File: src/rtl/gc_joybus_pkg.sv
// Shared Joybus definitions for the GameCube controller path: bit-cell timing,
// the console poll command and the response transmitter state encoding.
package gc_joybus_pkg;

  // Timing in 25 MHz clock cycles.
  localparam int CLKS_PER_BIT = 100;
  localparam int SHORT_LOW    = 25;
  localparam int LONG_LOW     = 75;
  localparam int STOP_LOW     = 50;
  localparam int TURNAROUND   = 50;
  localparam int RESP_BITS    = 64;

  localparam logic [15:0] POLL_CMD = 16'h4003;

  localparam int CNT_W = 8;
  localparam int BIT_W = 7;

  typedef logic [CNT_W-1:0] cyc_cnt_t;

  localparam cyc_cnt_t CELL_LAST = cyc_cnt_t'(CLKS_PER_BIT - 1);
  localparam cyc_cnt_t TURN_LAST = cyc_cnt_t'(TURNAROUND - 1);
  localparam cyc_cnt_t STOP_LAST = cyc_cnt_t'(STOP_LOW - 1);

  typedef enum logic [2:0] {
    ST_IDLE,
    ST_TURN,
    ST_LOW,
    ST_HIGH,
    ST_STOP_BIT,
    ST_DONE
  } tx_state_e;

  // A '1' is a short low pulse, a '0' a long one.
  function automatic cyc_cnt_t low_len(input logic bit_val);
    return bit_val ? cyc_cnt_t'(SHORT_LOW) : cyc_cnt_t'(LONG_LOW);
  endfunction

endpackage

File: src/rtl/jb_bit_encoder.sv
// Joybus bit-cell generator: a start pulse begins one CLKS_PER_BIT cell whose
// low phase length encodes the bit; starting again on cell_done gives gapless cells.
module jb_bit_encoder
  import gc_joybus_pkg::*;
(
  input  logic clk,
  input  logic rst_n,
  input  logic i_start,
  input  logic i_bit,
  output logic o_drive_low,
  output logic o_cell_done
);

  logic     r_active;
  logic     r_bit;
  cyc_cnt_t r_cnt;

  // NOTE: sequential state uses non-blocking assignments so every register
  // samples the pre-edge values of the others, independent of statement order.
  always_ff @(posedge clk or negedge rst_n) begin
    if (!rst_n) begin
      r_active <= 1'b0;
      r_bit    <= 1'b0;
      r_cnt    <= '0;
    end else if (i_start) begin
      r_active <= 1'b1;
      r_bit    <= i_bit;
      r_cnt    <= '0;
    end else if (o_cell_done) begin
      r_active <= 1'b0;
    end else if (r_active) begin
      r_cnt <= r_cnt + 1'b1;
    end
  end

  assign o_cell_done = r_active && (r_cnt == CELL_LAST);
  assign o_drive_low = r_active && (r_cnt < low_len(r_bit));

endmodule

File: src/rtl/console_tx.sv
// Joybus response transmitter: answers a console poll with a 64-bit status frame
// plus stop bit, then clears the receive stage's sticky flags.
module console_tx
  import gc_joybus_pkg::*;
(
  input  logic                 clk,
  input  logic                 rst_n,
  input  logic                 console_did_poll,
  input  logic                 console_cmd_done,
  input  logic [RESP_BITS-1:0] resp_data,
  output logic                 JB_TX_OE,
  output logic                 reset_poll_status,
  output logic                 reset_cmd_done_status,
  output logic                 tx_busy
);

  localparam logic [BIT_W-1:0] LAST_BIT = BIT_W'(RESP_BITS - 1);

  if (CLKS_PER_BIT > 255 || SHORT_LOW > 255 || LONG_LOW > 255 || STOP_LOW > 255 ||
      TURNAROUND > 255 || STOP_LOW < 1 || TURNAROUND < 1 || RESP_BITS > 127 ||
      !(SHORT_LOW < LONG_LOW && LONG_LOW < CLKS_PER_BIT)) begin : g_timing_check
    $error("console_tx: Joybus timing constants out of range");
  end

  tx_state_e            r_state;
  tx_state_e            w_next;
  logic [RESP_BITS-1:0] r_shift;
  logic [BIT_W-1:0]     r_bit_cnt;
  cyc_cnt_t             r_cyc;
  logic                 r_clr_cmd;

  logic w_poll_req;
  logic w_turn_end;
  logic w_last_bit;
  logic w_enc_start;
  logic w_enc_bit;
  logic w_drive_low;
  logic w_cell_done;

  assign w_poll_req  = console_cmd_done && console_did_poll;
  assign w_turn_end  = (r_state == ST_TURN) && (r_cyc == TURN_LAST);
  assign w_last_bit  = (r_bit_cnt == LAST_BIT);
  assign w_enc_start = w_turn_end || ((r_state == ST_HIGH) && w_cell_done && !w_last_bit);
  // At a cell boundary the shift happens on the same edge, so the next bit is [62].
  assign w_enc_bit   = (r_state == ST_TURN) ? r_shift[RESP_BITS-1] : r_shift[RESP_BITS-2];

  jb_bit_encoder u_bit_encoder (
    .clk         (clk),
    .rst_n       (rst_n),
    .i_start     (w_enc_start),
    .i_bit       (w_enc_bit),
    .o_drive_low (w_drive_low),
    .o_cell_done (w_cell_done)
  );

  always_ff @(posedge clk or negedge rst_n) begin
    if (!rst_n) r_state <= ST_IDLE;
    else        r_state <= w_next;
  end

  // NOTE: every signal assigned in always_comb gets a default first, so no path
  // leaves it unassigned and no latch is inferred.
  always_comb begin
    w_next = r_state;
    case (r_state)
      ST_IDLE:     if (w_poll_req) w_next = ST_TURN;
      ST_TURN:     if (w_turn_end) w_next = ST_LOW;
      ST_LOW:      if (!w_drive_low) w_next = ST_HIGH;
      ST_HIGH:     if (w_cell_done) w_next = w_last_bit ? ST_STOP_BIT : ST_LOW;
      ST_STOP_BIT: if (r_cyc == STOP_LAST) w_next = ST_DONE;
      ST_DONE:     w_next = ST_IDLE;
      default:     w_next = ST_IDLE;
    endcase
  end

  // Flags are only looked at in IDLE; anything heard during a frame is our own echo.
  always_ff @(posedge clk or negedge rst_n) begin
    if (!rst_n) begin
      r_shift   <= '0;
      r_bit_cnt <= '0;
      r_cyc     <= '0;
      r_clr_cmd <= 1'b0;
    end else begin
      r_clr_cmd <= 1'b0;
      case (r_state)
        ST_IDLE: begin
          if (w_poll_req) begin
            r_shift <= resp_data;
            r_cyc   <= '0;
          end else if (console_cmd_done && !r_clr_cmd) begin
            r_clr_cmd <= 1'b1;
          end
        end
        ST_TURN: begin
          r_cyc <= r_cyc + 1'b1;
          if (w_turn_end) r_bit_cnt <= '0;
        end
        ST_HIGH: begin
          if (w_cell_done) begin
            r_shift   <= {r_shift[RESP_BITS-2:0], 1'b0};
            r_bit_cnt <= r_bit_cnt + 1'b1;
            r_cyc     <= '0;
          end
        end
        ST_STOP_BIT: r_cyc <= r_cyc + 1'b1;
        default: ;
      endcase
    end
  end

  always_comb begin
    JB_TX_OE = 1'b0;
    case (r_state)
      ST_LOW, ST_HIGH: JB_TX_OE = w_drive_low;
      ST_STOP_BIT:     JB_TX_OE = 1'b1;
      default:         JB_TX_OE = 1'b0;
    endcase
    reset_poll_status     = (r_state == ST_DONE);
    reset_cmd_done_status = (r_state == ST_DONE) || r_clr_cmd;
    tx_busy               = (r_state != ST_IDLE);
  end

endmodule

File: config.mk
export PLATFORM = sky130hd
export DESIGN_NAME = console_tx
export DESIGN_NICKNAME = d
export VERILOG_FILES = /design/src/rtl/gc_joybus_pkg.sv /design/src/rtl/jb_bit_encoder.sv /design/src/rtl/console_tx.sv
export SDC_FILE = /design/constraint.sdc
export NUM_CORES = 1
export LEC_CHECK = 0
export BUFFER_PORTS_ARGS = -buffer_cell sky130_fd_sc_hd__buf_2
export CAP_MARGIN = 40
export CORE_UTILIZATION = 52
export DETAILED_ROUTE_END_ITERATION = 16
export PLACE_DENSITY_LB_ADDON = 0.2
export SLEW_MARGIN = 20
export SYNTH_ARGS = -nofsm -noshare
export SYNTH_HDL_FRONTEND = slang
export SYNTH_SLANG_ARGS = --single-unit
File: constraint.sdc
create_clock -name clk -period 1.93 [get_ports clk]
set_input_delay 0.0965 -clock clk [delete_from_list [all_inputs] [get_ports clk]]
set_output_delay 0.0965 -clock clk [all_outputs]
set_load 0.01 [all_outputs]
==> results.sh <==
export IMPL_tightest_slew_ns=0.5330
export IMPL_min_period_ns=1.992
export IMPL_via_per_inst=5.647
export IMPL_yosysWarnings=0
export IMPL_grt_max_degree=43
export IMPL_syn2layout_area_growth_pct=31.77
export IMPL_grt_setup_unrepaired="yes"
export IMPL_detail_route_wl_per_cell_um=17.02
export IMPL_ys_types=49
export IMPL_syn_nets=537
export IMPL_crit_arrival_ns=1.90
export IMPL_cts_buffers=9
export IMPL_crit_path_max_incr_delay_ns=0.44
export IMPL_leakagePower_nw=3.462
export IMPL_grt_overflow_total=0
export IMPL_drtPass1Iterations=4
export IMPL_hold_slack_ns=0.02309
export IMPL_clk_latency_ns=0.38
export IMPL_seq_power_share=0.568
export IMPL_relSlewSlack=0.6446
export IMPL_critPathCaptureType="primary output"
export IMPL_final_cell_mix="dfrtp_1, buf_2, nand3_1"
export IMPL_start_util=0.5408
export IMPL_port_buffer_count=71
export IMPL_dpl_hpwl_um=7083
export IMPL_grt_pass1_vias=3858
export IMPL_postRouteAntennaNets=0
export IMPL_whs_path_depth=3
export IMPL_cap_violations=0
export IMPL_cp_required_ns=1.83
export IMPL_seq_area_frac_synth=0.4635
export IMPL_drive_above_1_share=0.4086
export IMPL_num_vias=4128
export IMPL_grt_pass1_wl_um=18510
export IMPL_hp_class="in2reg"
export IMPL_timing_final_crit_share=1.032
export IMPL_crit_family="simple AND/OR/NAND/NOR gates"
export IMPL_hold_viol_final=0
export IMPL_fmaxAchievable_mhz=502.1
export IMPL_p_sw_frac=0.2470
export IMPL_powerDensity_mw_per_mm2=517.8
export IMPL_fin_cells=731
export IMPL_cts_tree="built"
export IMPL_die_y_um=100.3
export IMPL_syn_avg_cell_area_um2=10.87
export IMPL_crit_chain="ha_1, or3b_4, nor4_2, nand2b_1, buf_2"
export IMPL_ys_seq_elements=93
export IMPL_status="complete, but fails checks"
export IMPL_violations="setup timing"
export IMPL_p_sw_mw=0.8461
export IMPL_routed_wl_um=12440
export IMPL_num_io_pins=72
export IMPL_cts_root_buf="clkbuf_8"
export IMPL_core_area_mm2=0.009284
export IMPL_power_frac_comb=0.065
export IMPL_antenna_diode_count=0
export IMPL_drt_iter0_drc=241
export IMPL_postSynthCellCount=462
export IMPL_globalplace_congestion=0.8109
export IMPL_internal_power_mw=2.580
export IMPL_path_clk_slew_ns=0.10
export IMPL_grt_total_usage=0.2335
export IMPL_dp_cells=665
export IMPL_drv_slew=0
export IMPL_finClkSkew_ns=0.01632
export IMPL_crit_fanout=4
export IMPL_crit_type="reg2out"
export IMPL_cts_buffer_depth=2
export IMPL_antenna_found_initial=0
export IMPL_fin_setup_tns_ns=-0.4082
export IMPL_reg2reg_depth=6
export IMPL_cp_start_kind="flip-flop"
export IMPL_setup_viol_count_final=21
export IMPL_clkPwrFrac=0.367
export IMPL_path_buf_inv=1
export IMPL_final_common_cell="dfrtp_1"
export IMPL_setup_ws_ns=-0.06157
export IMPL_slowest_stage="dfrtp_2"
export IMPL_numClockSinks=93
export IMPL_htreeDepth=3
export IMPL_num_rows=35
export IMPL_drc=0
export IMPL_layout_nets=672
export IMPL_syn_area_mm2=0.005021
export IMPL_fp_dieW_um=100.3
export IMPL_crit_cells=5
export IMPL_die_area_mm2=0.01005
export IMPL_irDropWorstVdd_v=0.0003091
## metrics by stage
step                utilization  power (mW)  worst slack (ns)  cell area (um^2)
finish                   0.7127       3.426          -0.06157              6616
detailed placement       0.6055       2.162           -0.1666              5622
global placement         0.6055       2.158           -0.1358              5622
CTS                      0.6678       3.440          -0.09776              6200
floorplan                     -       2.036           -0.1392              5040
global route             0.7127       3.567           -0.1645              6616
## sequential cells by signal (all words and copies together), names as in the netlist
register                cells
u_bit_encoder.r_active      1
r_state                     3
u_bit_encoder.r_cnt         8
r_cyc                       8
r_clr_cmd                   1
u_bit_encoder.r_bit         1
r_shift                    64
r_bit_cnt                   7
## layer usage
| layer | GRT usage | wire length (um) | vias to the layer above |
|---|---|---|---|
| li1 | - | - | 1965 |
| met1 | 0.3304 | 5760 | 2037 |
| met2 | 0.3583 | 6058 | 104 |
| met3 | 0.05084 | 427 | 22 |
| met4 | 0.07581 | 198 | 0 |
| met5 | 0 | 0 | - |
## synthesized netlist by cell type (all sizes together)
cell type	count	share of area
a21bo	1	0.0020
or4	6	0.0090
nand4	6	0.0075
or4b	2	0.0047
and2	2	0.0030
o221ai	1	0.0017
and3	3	0.0037
nor4b	2	0.0035
or3	4	0.0050
a21oi	12	0.012
nand3b	2	0.0030
a2bb2oi	1	0.0017
xor2	4	0.0070
o22ai	1	0.0025
or3b	2	0.0035
dfrtp	93	0.46
nor3	5	0.0050
o32a	1	0.0020
o31a	1	0.0017
xnor2	4	0.0070
o31ai	6	0.0090
mux2i	67	0.13
or2	1	0.0012
ha	7	0.017
o21ai	74	0.12
mux2	1	0.0022
clkbuf	14	0.010
buf	23	0.042
nand4b	2	0.0035
nor2	12	0.0090
and4b	1	0.0020
a311oi	1	0.0017
nand2	12	0.0090
o41ai	1	0.0017
nand2b	5	0.0062
inv	6	0.0045
nor4	3	0.0050
a22o	1	0.0017
a211oi	1	0.0015
nand3	71	0.071
## kinds of logic (layout without fill, tap and decap cells)
family	after synthesis	after routing	synth area share
flops	93	93	0.4635
compound gates	102	102	0.1580
mux	68	68	0.1358
fa+ha+maj	7	7	0.01744
buf+inv	43	181	0.05681
xor+xnor	8	8	0.01395
simple gates	141	143	0.1545
## tightest hold or removal path, cell delays in order
cell and delay, ns:
buf_2 0.09, mux2i_1 0.08, o21ai_2 0.11
## layout make-up
cell class                      instances  area, um^2
Multi-Input combinational cell        328        2619
Inverter                                6       22.52
Sequential cell                        93        2328
Fill cell                             700        2668
Clock inverter                          5       43.79
Clock buffer                           11       141.4
Tap cell                              129       161.4
Timing Repair Buffer                  159        1300
## power by group through the flow
| stage | sequential [mW] | clock [mW] | combinational [mW] |
|---|---|---|---|
| after floorplan | 1.99 | 0 | 0.0499 |
| after global placement | 1.99 | 0 | 0.173 |
| after detailed placement | 1.99 | 0 | 0.177 |
| after CTS | 1.95 | 1.28 | 0.218 |
| after global routing | 1.95 | 1.37 | 0.246 |
| final | 1.95 | 1.26 | 0.221 |
## repair_timing
action,in CTS,in global routing
gates cloned,0,12
hold buffers,26,1
buffers inserted,7,4
gates resized for setup,17,48
pin swaps,4,58
endpoints found under the hold margin,63,1
endpoints found under the setup margin,86,87
## worst paths after layout
path | start | end | slack, ns
setup / recovery | u_bit_encoder.r_cnt[6] | JB_TX_OE | -0.06
hold / removal | resp_data[27] | r_shift[27] | 0.02
setup reg to reg | u_bit_encoder.r_cnt[3] | u_bit_encoder.r_cnt[5] | -0.05
hold reg to reg | r_clr_cmd | r_clr_cmd | 0.44
max in group asynchronous | rst_n | r_shift[11] | 1.07
min in group asynchronous | rst_n | u_bit_encoder.r_cnt[7] | 0.25
Note: power is estimated with default switching activity, not from simulation.
